==> src/rtl/manchester_receiver.sv <==
// manchester_receiver: Manchester line decoder with preamble lock, sync-word hunt and AXI-Stream byte output
module manchester_receiver #(
    parameter int         HALF_BIT_CYCLES = 8,
    parameter logic [7:0] SYNC_WORD       = 8'hD5,
    parameter bit         INVERT          = 1'b0
) (
    input  logic       aclk,
    input  logic       aresetn,
    input  logic       serial_in,
    output logic [7:0] m_axis_tdata,
    output logic       m_axis_tvalid,
    input  logic       m_axis_tready,
    output logic       m_axis_tlast,
    output logic       overflow,
    output logic       frame_error
);
    localparam int SAT = 5 * HALF_BIT_CYCLES / 2;
    localparam int TW  = $clog2(SAT + 1);
    localparam logic [TW-1:0] T_SAT = TW'(SAT);
    localparam logic [TW-1:0] T_GL  = TW'(HALF_BIT_CYCLES / 2);
    localparam logic [TW-1:0] T_MID = TW'(3 * HALF_BIT_CYCLES / 2);

    typedef enum logic [1:0] {IDLE, HUNT, DATA} state_t;

    state_t        state, state_n;
    logic          s1, s2, s3;
    logic [TW-1:0] t_mid;
    logic [7:0]    shreg, shreg_n, pend, pend_n, shift_in;
    logic [2:0]    bitcnt, bitcnt_n;
    logic          pend_valid, pend_valid_n;
    logic          edge_det, bit_val, carrier_loss, glitch, mid_edge;
    logic          push, push_last, ferr;

    assign edge_det     = s2 ^ s3;
    assign bit_val      = s2 ^ INVERT;
    assign shift_in     = {shreg[6:0], bit_val};
    assign carrier_loss = (state != IDLE) && (t_mid == T_SAT);
    assign glitch       = (state != IDLE) && edge_det && !carrier_loss && (t_mid < T_GL);
    // In IDLE any edge is trusted as mid-bit: the 0x55 preamble has no boundary edges
    assign mid_edge     = edge_det && ((state == IDLE) || (!carrier_loss && t_mid >= T_MID));

    always_comb begin
        state_n      = state;
        shreg_n      = shreg;
        bitcnt_n     = bitcnt;
        pend_n       = pend;
        pend_valid_n = pend_valid;
        push         = 1'b0;
        push_last    = 1'b0;
        ferr         = 1'b0;
        case (state)
            IDLE: begin
                if (edge_det) begin
                    shreg_n = {7'b0, bit_val};
                    state_n = HUNT;
                end
            end
            HUNT: begin
                if (carrier_loss || glitch) begin
                    state_n = IDLE;
                end else if (mid_edge) begin
                    shreg_n = shift_in;
                    if (shift_in == SYNC_WORD) begin
                        state_n  = DATA;
                        bitcnt_n = 3'd0;
                    end
                end
            end
            DATA: begin
                if (carrier_loss || glitch) begin
                    push         = pend_valid;
                    push_last    = 1'b1;
                    ferr         = glitch || (bitcnt != 3'd0);
                    pend_valid_n = 1'b0;
                    state_n      = IDLE;
                end else if (mid_edge) begin
                    shreg_n  = shift_in;
                    bitcnt_n = bitcnt + 1'b1;
                    if (bitcnt == 3'd7) begin
                        push         = pend_valid;
                        pend_n       = shift_in;
                        pend_valid_n = 1'b1;
                    end
                end
            end
            default: state_n = IDLE;
        endcase
    end

    always_ff @(posedge aclk or negedge aresetn) begin
        if (!aresetn) begin
            s1            <= 1'b0;
            s2            <= 1'b0;
            s3            <= 1'b0;
            t_mid         <= '0;
            state         <= IDLE;
            shreg         <= '0;
            bitcnt        <= '0;
            pend          <= '0;
            pend_valid    <= 1'b0;
            m_axis_tdata  <= '0;
            m_axis_tvalid <= 1'b0;
            m_axis_tlast  <= 1'b0;
            overflow      <= 1'b0;
            frame_error   <= 1'b0;
        end else begin
            s1         <= serial_in;
            s2         <= s1;
            s3         <= s2;
            t_mid      <= mid_edge ? '0 : (t_mid == T_SAT ? t_mid : t_mid + 1'b1);
            state      <= state_n;
            shreg      <= shreg_n;
            bitcnt     <= bitcnt_n;
            pend       <= pend_n;
            pend_valid <= pend_valid_n;
            if (push && (!m_axis_tvalid || m_axis_tready)) begin
                m_axis_tdata  <= pend;
                m_axis_tlast  <= push_last;
                m_axis_tvalid <= 1'b1;
            end else if (push) begin
                if (push_last) m_axis_tlast <= 1'b1;
            end else if (m_axis_tvalid && m_axis_tready) begin
                m_axis_tvalid <= 1'b0;
            end
            overflow    <= push && m_axis_tvalid && !m_axis_tready;
            frame_error <= ferr;
        end
    end
endmodule
==> config.mk <==
export PLATFORM = sky130hd
export DESIGN_NAME = manchester_receiver
export DESIGN_NICKNAME = d
export VERILOG_FILES = /design/src/rtl/manchester_receiver.sv
export SDC_FILE = /design/constraint.sdc
export NUM_CORES = 1
export LEC_CHECK = 0
export CAP_MARGIN = 20
export CORE_ASPECT_RATIO = 0.6
export CORE_MARGIN = 2
export CORE_UTILIZATION = 55
export CTS_CLUSTER_DIAMETER = 150
export DETAILED_ROUTE_END_ITERATION = 6
export GPL_ROUTABILITY_DRIVEN = 0
export HOLD_SLACK_MARGIN = 0.1
export PLACE_DENSITY = 0.86
export SLEW_MARGIN = 10
export SYNTH_ARGS = -nofsm -noshare
export SYNTH_HDL_FRONTEND = slang
export SYNTH_SLANG_ARGS = --single-unit
==> constraint.sdc <==
create_clock -name aclk -period 2.9 [get_ports aclk]
set_input_delay 0.58 -clock aclk [delete_from_list [all_inputs] [get_ports aclk]]
set_output_delay 0.58 -clock aclk [all_outputs]
set_load 0.02 [all_outputs]
==> run_results.csv, run 1 <==
group,metric,value,unit
status,status,"complete, no violations",
floorplanning,die_x,81.4,um
timing,post-route-min-period,2500,ps
critical_path,crit_arrival,2690,ps
clock_tree,cts_tree,"built",
synth,async_reset_ff_share,100,%
critical_path,critPathTopFamily,"compound AO/OA/AOI/OAI gates",
clock_tree,cts.sink_count,41,
power,sequentialPowerShare,43.4,%
finish,diodes,0,
power,power_frac_clock,32.1,%
global_routing,grt_pass1_wl,6140,um
synth,seq_area_frac_synth,51.9,%
power,finalPower,1700,uW
timing,max_slew_margin,43.1,%
floorplanning,coreArea,0.00334,sq mm
global_routing,grt_remaining_overflow,0,
clock_tree,root_buffer,"clkbuf_8",
critical_path,max_stage_delay,500,ps
power,p_per_area,751,mW/mm^2
run,cap_violations,0,
route,drt_iter0_markers,114,
route,route.detailed.drc,0,
floorplanning,dieHeight,50.5,um
clock_tree,clk_path_buf_depth,2,
clock_tree,cts_made_buffers,5,
critical_path,crit_chain,"inv_1 -> ha_1 -> or4_4 -> o22ai_4 -> o2111a_1 -> mux2_2",
timing,fmax,399,MHz
route,finalWirelength,3450,um
global_routing,antenna_found_initial,0,
synth,synth.most_common_cell,"dfrtp_1",
power,leakage,0.00104,uW
power,p_sw_share,31.0,%
synth,synth_commonest_cells,"dfrtp_1, mux2_2, nand2_1, inv_1",
floorplanning,rows,16,
synth,yosys-top-cells-area,"dfrtp_1, mux2_2, ha_1",
clock_tree,ctsHtreeMaxLevel,2,
clock_tree,clock_latency,290,ps
critical_path,crit_buf_inv,1,
timing,tns,0,ps
finish,num-nets-final,193,
timing,setup_slack,397,ps
floorplanning,fp.dieArea,0.00411,sq mm
place,dp_slack,414,ps
synth,synth_edf_count,0,
timing,report.final.hold_viol_count,0,
place,place_area,0.00213,sq mm
timing,setup_viol,0,
synth,avgSynthCellArea,12.1,sq um
synth,ys_ff_latch,41,
power,ir_worst_vdd,0.386,mV
critical_path,path_class,"reg2reg",
critical_path,critPathLaunchType,"flop",
clock_tree,path_clk_slew,80,ps
power,internal_power,1170,uW
clock_tree,ctsResizeCount,0,
route,num_vias,1261,
timing,rsz0062_at_grt,"false",
place,detailed_place_hpwl,2600,um
finish,fin_area,0.00226,sq mm
timing,worstMarginPinSlew,853,ps
global_routing,grt_max_degree,42,
synth,yosys.area.top_type,"dfrtp_1",
route,viasPerCell,5.58,
synth,synth_ff_type,"dfrtp_1",
critical_path,cp_data_required_time,3080,ps
hold_path,min_path_type,"reg2reg",
synth,yosys.area.top_type_share,51.9,%
synth,syn_nets,177,
global_routing,grt_usage,20.3,%
timing,drv_slew,0,
critical_path,cp-end-kind,"flop",
critical_path,cp_max_fo,9,
timing,fin_skew,7.60,ps
floorplanning,ios,16,
power,pwr-share-comb,24.5,%
synth,netlist_instances,164,
finish,fill_cells,225,
synth,ys_warn_count,0,
synth,syn-cell-area,0.00198,sq mm
global_routing,grt_pass1_vias,1222,
clock_tree,holdBufCountCts,0,
route,avgRoutedWirePerCell,15.3,um
floorplanning,start_util,59.2,%
place,port_buffers,15,
finish,drive_gt1_share,19.3,%
route,firstDrtPassIters,4,
timing,period_share,86.3,%
power,p_sw,527,uW
critical_path,crit_slowest_cell,"or4_4",
synth,yosysUniqueCellTypes,40,
clock_tree,post_cts_buffers,0,
finish,syn_to_final_growth,14.5,%
route,ant_nets,0,
-- kinds of logic after synthesis --
kind of cell	Yosys count	share of synthesized area, %
buf+inv	21	5.50
xor+xnor	4	2.72
compound gates	21	8.86
mux	27	14.8
fa+ha+maj	9	5.69
flops	41	51.9
simple gates	41	10.6
-- cell type report --
type / instances / area, sq um / area share, %
flip-flops and latches: 41 / 1030 / 45.3
multi-input cells: 102 / 843 / 37.2
repair buffers: 15 / 145 / 6.41
clock buffers: 5 / 68.8 / 3.04
clock inverters: 3 / 68.8 / 3.04
inverters: 15 / 56.3 / 2.49
well taps: 45 / 56.3 / 2.49
-- worst register-to-register path, cell delays in order (launching register included) --
cell	delay, ps
dfrtp_1	400
inv_1	120
ha_1	330
or4_4	500
o22ai_4	170
o2111a_1	490
mux2_2	390
-- stage by stage --
step           cells  util [%]  hold WS, ps
2_1_floorplan    164         -          284
3_3_place_gp     218      63.6          336
3_5_place_dp     218      63.6          360
4_1_cts          226      67.7          373
5_1_grt          226      67.7          378
6_report         226      67.7          363
-- path summary, 6_finish.rpt --
| path | startpoint | endpoint | slack, ps | cells past startpoint |
|---|---|---|---|---|
| hold reg to reg | s1 | bit_val | 360 | 0 |
| max in group asynchronous | aresetn | overflow | 1970 | 1 |
| setup / recovery | state[1] | m_axis_tdata[4] | 400 | 6 |
| setup reg to reg | state[1] | m_axis_tdata[4] | 400 | 6 |
| min in group asynchronous | aresetn | m_axis_tdata[0] | 390 | 1 |
| hold / removal | s1 | bit_val | 360 | 0 |
-- power by group through the flow --
stage	sequential (uW)	combinational, uW	clock, uW
after global routing	753	459	585
after detailed placement	746	410	0
after floorplan	711	373	0
final	738	417	545
after global placement	733	381	0
after CTS	735	412	552
-- layer usage --
metal,vias to the layer above,global-route usage [%],share of wire [%]
met1,615,29.6,48
met4,0,5.65,1.2
li1,598,-,-
met2,37,29.9,45
met3,11,5.58,5.3
met5,-,0,0
-- layout by cell type, fill, tap and decap left out, types with 2 or more instances in the layout --
master / instances
mux2i_1: 9
bufinv_16: 2
mux2_2: 18
a21o_1: 2
o311ai_0: 2
nor2_1: 7
a21oi_1: 3
xor2_1: 2
nor3_1: 3
ha_1: 9
o21ai_0: 3
nand4b_1: 2
inv_1: 15
nand3_1: 4
clkdlybuf4s50_1: 14
clkbuf_8: 5
a211oi_1: 2
nand2_1: 17
dfrtp_1: 41
-- registers in the layout, indices dropped and copies added (netlist names) --
signal and cells:
pend_valid 1, m_axis_tdata 8, shreg 7, m_axis_tlast 1, pend 8, state 2
s1 1, overflow 1, frame_error 1, m_axis_tvalid 1, bit_val 1, bitcnt 3
s3 1, t_mid 5
No activity file was read; power rests on OpenSTA's default activity.
==> run 2, diff against run 1 <==
--- a/config.mk
+++ b/config.mk
@@ -7,13 +7,13 @@
 export LEC_CHECK = 0
 export CAP_MARGIN = 20
 export CORE_ASPECT_RATIO = 0.6
-export CORE_MARGIN = 2
 export CORE_UTILIZATION = 55
-export CTS_CLUSTER_DIAMETER = 150
+export CTS_CLUSTER_DIAMETER = 60
 export DETAILED_ROUTE_END_ITERATION = 6
 export GPL_ROUTABILITY_DRIVEN = 0
 export HOLD_SLACK_MARGIN = 0.1
 export PLACE_DENSITY = 0.86
+export SKIP_LAST_GASP = 1
 export SLEW_MARGIN = 10
 export SYNTH_ARGS = -nofsm -noshare
 export SYNTH_HDL_FRONTEND = slang
==> run 2 against run 1 <==
Compared with the run above:
- first-iteration DRC count fell by 11%
- largest cell class unchanged
- clock skew rose by 1.4 ps
- total power rose by 0.76%
==> run_results.csv, run 2 (same netlist as run 1, synthesis figures left out) <==
group,metric,value,unit
timing,setup_viol,0,
finish,num-nets-final,193,
finish,drive_gt1_share,19.3,%
clock_tree,ctsHtreeMaxLevel,2,
status,status,"complete, no violations",
timing,report.final.hold_viol_count,0,
timing,fmax,392,MHz
clock_tree,holdBufCountCts,0,
clock_tree,clock_latency,290,ps
route,viasPerCell,5.92,
floorplanning,fp.dieArea,0.00385,sq mm
timing,period_share,88.1,%
floorplanning,ios,16,
hold_path,holdPathStages,0,
power,p_per_area,758,mW/mm^2
clock_tree,post_cts_buffers,0,
finish,layout_commonest_cell,"dfrtp_1",
floorplanning,start_util,59.2,%
route,drt_iter0_markers,101,
critical_path,critPathLaunchType,"flop",
clock_tree,cts.sink_count,41,
place,dp.cells,218,
route,firstDrtPassIters,4,
place,port_buffers,15,
global_routing,antenna_found_initial,0,
global_routing,grt_pass1_vias,1387,
floorplanning,die_x,79.4,um
critical_path,path_class,"reg2reg",
route,route.detailed.drc,0,
floorplanning,coreArea,0.00334,sq mm
critical_path,cp_max_fo,9,
timing,tns,0,ps
clock_tree,ctsResizeCount,0,
timing,fin_skew,8.97,ps
floorplanning,rows,16,
finish,largestRegisters,"m_axis_tdata x8, pend x8, shreg x7",
power,ir_worst_vdd,0.456,mV
route,avgRoutedWirePerCell,17.1,um
critical_path,cp_data_required_time,3070,ps
finish,final_cell_mix,"dfrtp_1, mux2_2, nand2_1, inv_1, clkdlybuf4s50_1",
place,detailed_place_hpwl,2660,um
clock_tree,path_clk_slew,80,ps
critical_path,cp-end-kind,"flop",
timing,rsz0062_at_grt,"false",
finish,syn_to_final_growth,14.3,%
critical_path,reg2reg_depth,6,
timing,post-route-min-period,2550,ps
clock_tree,cts_tree,"built",
route,finalWirelength,3870,um
critical_path,crit_arrival,2720,ps
finish,fin_cells,226,
hold_path,min_path_type,"reg2reg",
clock_tree,clk_path_buf_depth,2,
clock_tree,root_buffer,"clkbuf_8",
clock_tree,cts_made_buffers,5,
timing,drv_slew,0,
power,leakage,0.00104,uW
global_routing,grt_usage,23.9,%
route,ant_nets,0,
timing,worstMarginPinSlew,872,ps
run,cap_violations,0,
timing,max_slew_margin,41.9,%
floorplanning,dieHeight,48.5,um
route,num_vias,1337,
finish,diodes,0,
global_routing,grt_remaining_overflow,0,
global_routing,grt_pass1_wl,6810,um
global_routing,grt_max_degree,42,
## run 2: path summary, 6_finish.rpt
check / start / to / slack [ps]
setup / recovery: state[1] / m_axis_tdata[1] / 350
hold / removal: s1 / bit_val / 370
setup reg to reg: state[1] / m_axis_tdata[1] / 350
hold reg to reg: s1 / bit_val / 370
max in group asynchronous: aresetn / bit_val / 1950
min in group asynchronous: aresetn / m_axis_tdata[6] / 400
## run 2: area by class of cell
type	instances	area, sq um
clock buffer	5	68.8
clock inverter	3	65.1
fill	240	1080
inverter	15	56.3
multi-input combinational	102	843
sequential	41	1030
tap	45	56.3
timing repair buffer	15	145
## run 2: critical path: stages (launching register included)
cell and delay, ps:
dfrtp_1 410, inv_1 110, ha_1 330, or4_4 500, o22ai_4 180, o2111a_1 490
mux2_2 400
## run 2: power breakdown
group	switching, uW	internal (uW)
logic	251	184
registers	93.5	644
clock network	199	342
total	544	1170
## run 2: routing by layer
layer / track usage, % / routed length, um
met1: 30.6 / 1750
met2: 39.2 / 1860
met3: 5.28 / 166
met4: 10.0 / 91
met5: 0 / 0
## run 2: metrics by stage
step | hold slack (ps) | power, uW | setup slack, ps | utilization, % | instance area (sq um)
after global routing | 373 | 1810 | 183 | 67.6 | 2260
after floorplan | 284 | 1080 | 758 | - | 1980
after CTS | 376 | 1710 | 385 | 67.6 | 2260
final | 370 | 1710 | 346 | 67.6 | 2260
after global placement | 335 | 1110 | 563 | 63.6 | 2130
after detailed placement | 346 | 1170 | 414 | 63.6 | 2130
==> patch: new RTL, config.mk and constraints of run 2 <==
The parameter `HALF_BIT_CYCLES` goes from 8 to 16.
--- a/src/rtl/manchester_receiver.sv
+++ b/src/rtl/manchester_receiver.sv
@@ -1,6 +1,6 @@
 // manchester_receiver: Manchester line decoder with preamble lock, sync-word hunt and AXI-Stream byte output
 module manchester_receiver #(
-    parameter int         HALF_BIT_CYCLES = 8,
+    parameter int         HALF_BIT_CYCLES = 16,
     parameter logic [7:0] SYNC_WORD       = 8'hD5,
     parameter bit         INVERT          = 1'b0
 ) (
Behaviour: same outputs for any inputs over 10 cycles, from zero or initial values and one cycle with aresetn low; that may be too few to reach the edited logic, so the function may still have changed.
==> patch against run 2 <==
  * Synthesized area up 5.8%
  * Sequential share of layout area down 1.1 points
  * Setup slack better by 0.20 ns
  * Sequential cell count up 1
  * Power down 5.2%
  * Largest power group unchanged
  * Non-clock buffer count unchanged
  * Critical path depth up 1
  * Fmax up 8.4%
  * Largest cell class unchanged
  * Highest routed layer unchanged
  * Design area up 4.9%
  * Final cell count up 0.88%
  * Synthesized cell count unchanged
  * Critical endpoint is now shreg[6]
  * Wire length up 2.6%
  * Via count down 2.0%
==> patch: results (changes against run 2) <==
<table>
<tr><th>Metric</th><th>Value</th></tr>
<tr><th colspan="2">Outcome</th></tr>
<tr><td>Outcome</td><td>complete, no violations (unchanged)</td></tr>
<tr><th colspan="2">Final layout</th></tr>
<tr><td>Nets</td><td>194 (was 193)</td></tr>
<tr><td>Layout cells sized above 1</td><td>0.235 (was 0.193)</td></tr>
<tr><td>Fillers</td><td>224 (was 240)</td></tr>
<tr><th colspan="2">Power and ir drop</th></tr>
<tr><td>Internal cell power</td><td>1090 µW (was 1170 µW)</td></tr>
<tr><td>Logic pwr share</td><td>0.269 (was 0.254)</td></tr>
<tr><td>Worst IR Drop VDD</td><td>516 µV (was 456 µV)</td></tr>
<tr><td>Leakage Power</td><td>0.00109 µW (was 0.00104 µW)</td></tr>
<tr><th colspan="2">Placement</th></tr>
<tr><td>Worst slack at placement</td><td>0.570 ns (was 0.414 ns)</td></tr>
<tr><td>Post-DP HPWL</td><td>2.94 mm (was 2.66 mm)</td></tr>
<tr><td>Number of instances in the placed design</td><td>220 (was 218)</td></tr>
<tr><th colspan="2">Setup path</th></tr>
<tr><td>Arr. time, crit path</td><td>2.53 ns (was 2.72 ns)</td></tr>
<tr><td>Slowest library cell on the worst path</td><td>sky130_fd_sc_hd__dfrtp_1 (was sky130_fd_sc_hd__or4_4)</td></tr>
<tr><td>Longest individual stage delay on the worst path</td><td>0.44 ns (was 0.50 ns)</td></tr>
<tr><td>Top Family by Delay on Critical Path</td><td>simple AND/OR/NAND/NOR gates (was compound AO/OA/AOI/OAI gates)</td></tr>
<tr><th colspan="2">Global routing</th></tr>
<tr><td>Overall Global Routing Usage</td><td>0.229 (was 0.239)</td></tr>
<tr><td>Maximum number of pins on one net before global-route repair</td><td>43 (was 42)</td></tr>
<tr><th colspan="2">Route</th></tr>
<tr><td>Overall routed net length</td><td>3.97 mm (was 3.87 mm)</td></tr>
<tr><td>Via total after detailed routing</td><td>1310 (was 1337)</td></tr>
<tr><td>Violation count after the first detailed-route iteration</td><td>69 (was 101)</td></tr>
<tr><th colspan="2">Timing</th></tr>
<tr><td>Clock skew after layout</td><td>0.00803 ns (was 0.00897 ns)</td></tr>
<tr><td>Worst Tran Pin Value</td><td>0.892 ns (was 0.872 ns)</td></tr>
<tr><th colspan="2">Logic synthesis</th></tr>
<tr><td>Synth area leaders</td><td>sky130_fd_sc_hd__dfrtp_1 50%, sky130_fd_sc_hd__mux2_4 11%, sky130_fd_sc_hd__ha_1 4.8%, sky130_fd_sc_hd__mux2_2 2.7%, sky130_fd_sc_hd__nor2_1 2.2% (was sky130_fd_sc_hd__dfrtp_1 52%, sky130_fd_sc_hd__mux2_2 10%, sky130_fd_sc_hd__ha_1 5.7%, sky130_fd_sc_hd__mux2i_1 4.6%, sky130_fd_sc_hd__nand2_1 3.2%)</td></tr>
<tr><td>Sequential area share after synthesis</td><td>0.502 (was 0.519)</td></tr>
<tr><td>Post-Synthesis Mean Instance Area</td><td>12.8 µm² (was 12.1 µm²)</td></tr>
</table>
[patch: cell types whose count changed in the layout (fill, tap and decap cells not counted), sizes merged, moves of 4 or more]
cell   delta
nand2     -8
mux2i     -5
inv       -4
nor2      +7
a22o      +5
[patch: cell type report]
type / count / area (µm²) / share of cell area
Tap cell: 45 / 56.3 / 0.0237
Multi-Input combinational cell: 107 / 970 / 0.409
Clock buffer: 5 / 68.8 / 0.0290
Clock inverter: 3 / 40.0 / 0.0169
Timing Repair Buffer: 15 / 145 / 0.0612
Sequential cell: 42 / 1050 / 0.443
Inverter: 11 / 41.3 / 0.0174
[patch: worst paths after layout]
check                                 to  slack (ns)  cells past startpoint
max                             shreg[6]        0.54                      7
min                              bit_val        0.35                      0
max reg2reg                     shreg[6]        0.54                      7
min reg2reg                      bit_val        0.35                      0
max in group asynchronous             s3        1.94                      1
min in group asynchronous  m_axis_tvalid        0.41                      1
[patch: routing by layer]
metal	track usage	up-vias	wire (µm)
li1	-	615	-
met1	0.301	656	1840
met2	0.374	37	1890
met3	0.0593	2	227
met4	0.0614	0	13
met5	0	-	0
[patch: kinds of logic (layout without fill, tap and decap cells)]
family                   count (synthesis)  count (layout)  share of synthesized area
buffers and inverters                   15              34                     0.0341
flip-flops                              42              42                      0.502
XOR/XNOR                                 5               5                     0.0245
AO/OA/AOI/OAI                           26              26                     0.0999
adder cells (fa/ha/maj)                  8               8                     0.0478
AND/OR/NAND/NOR                         44              44                      0.138
multiplexers                            24              24                      0.154
[patch: power groups by stage]
stage	logic, µW	registers (µW)	clock network (µW)
after global placement	399	737	0
after CTS	435	733	456
after floorplan	348	721	0
final	436	736	452
after global routing	478	749	485
after detailed placement	430	745	0
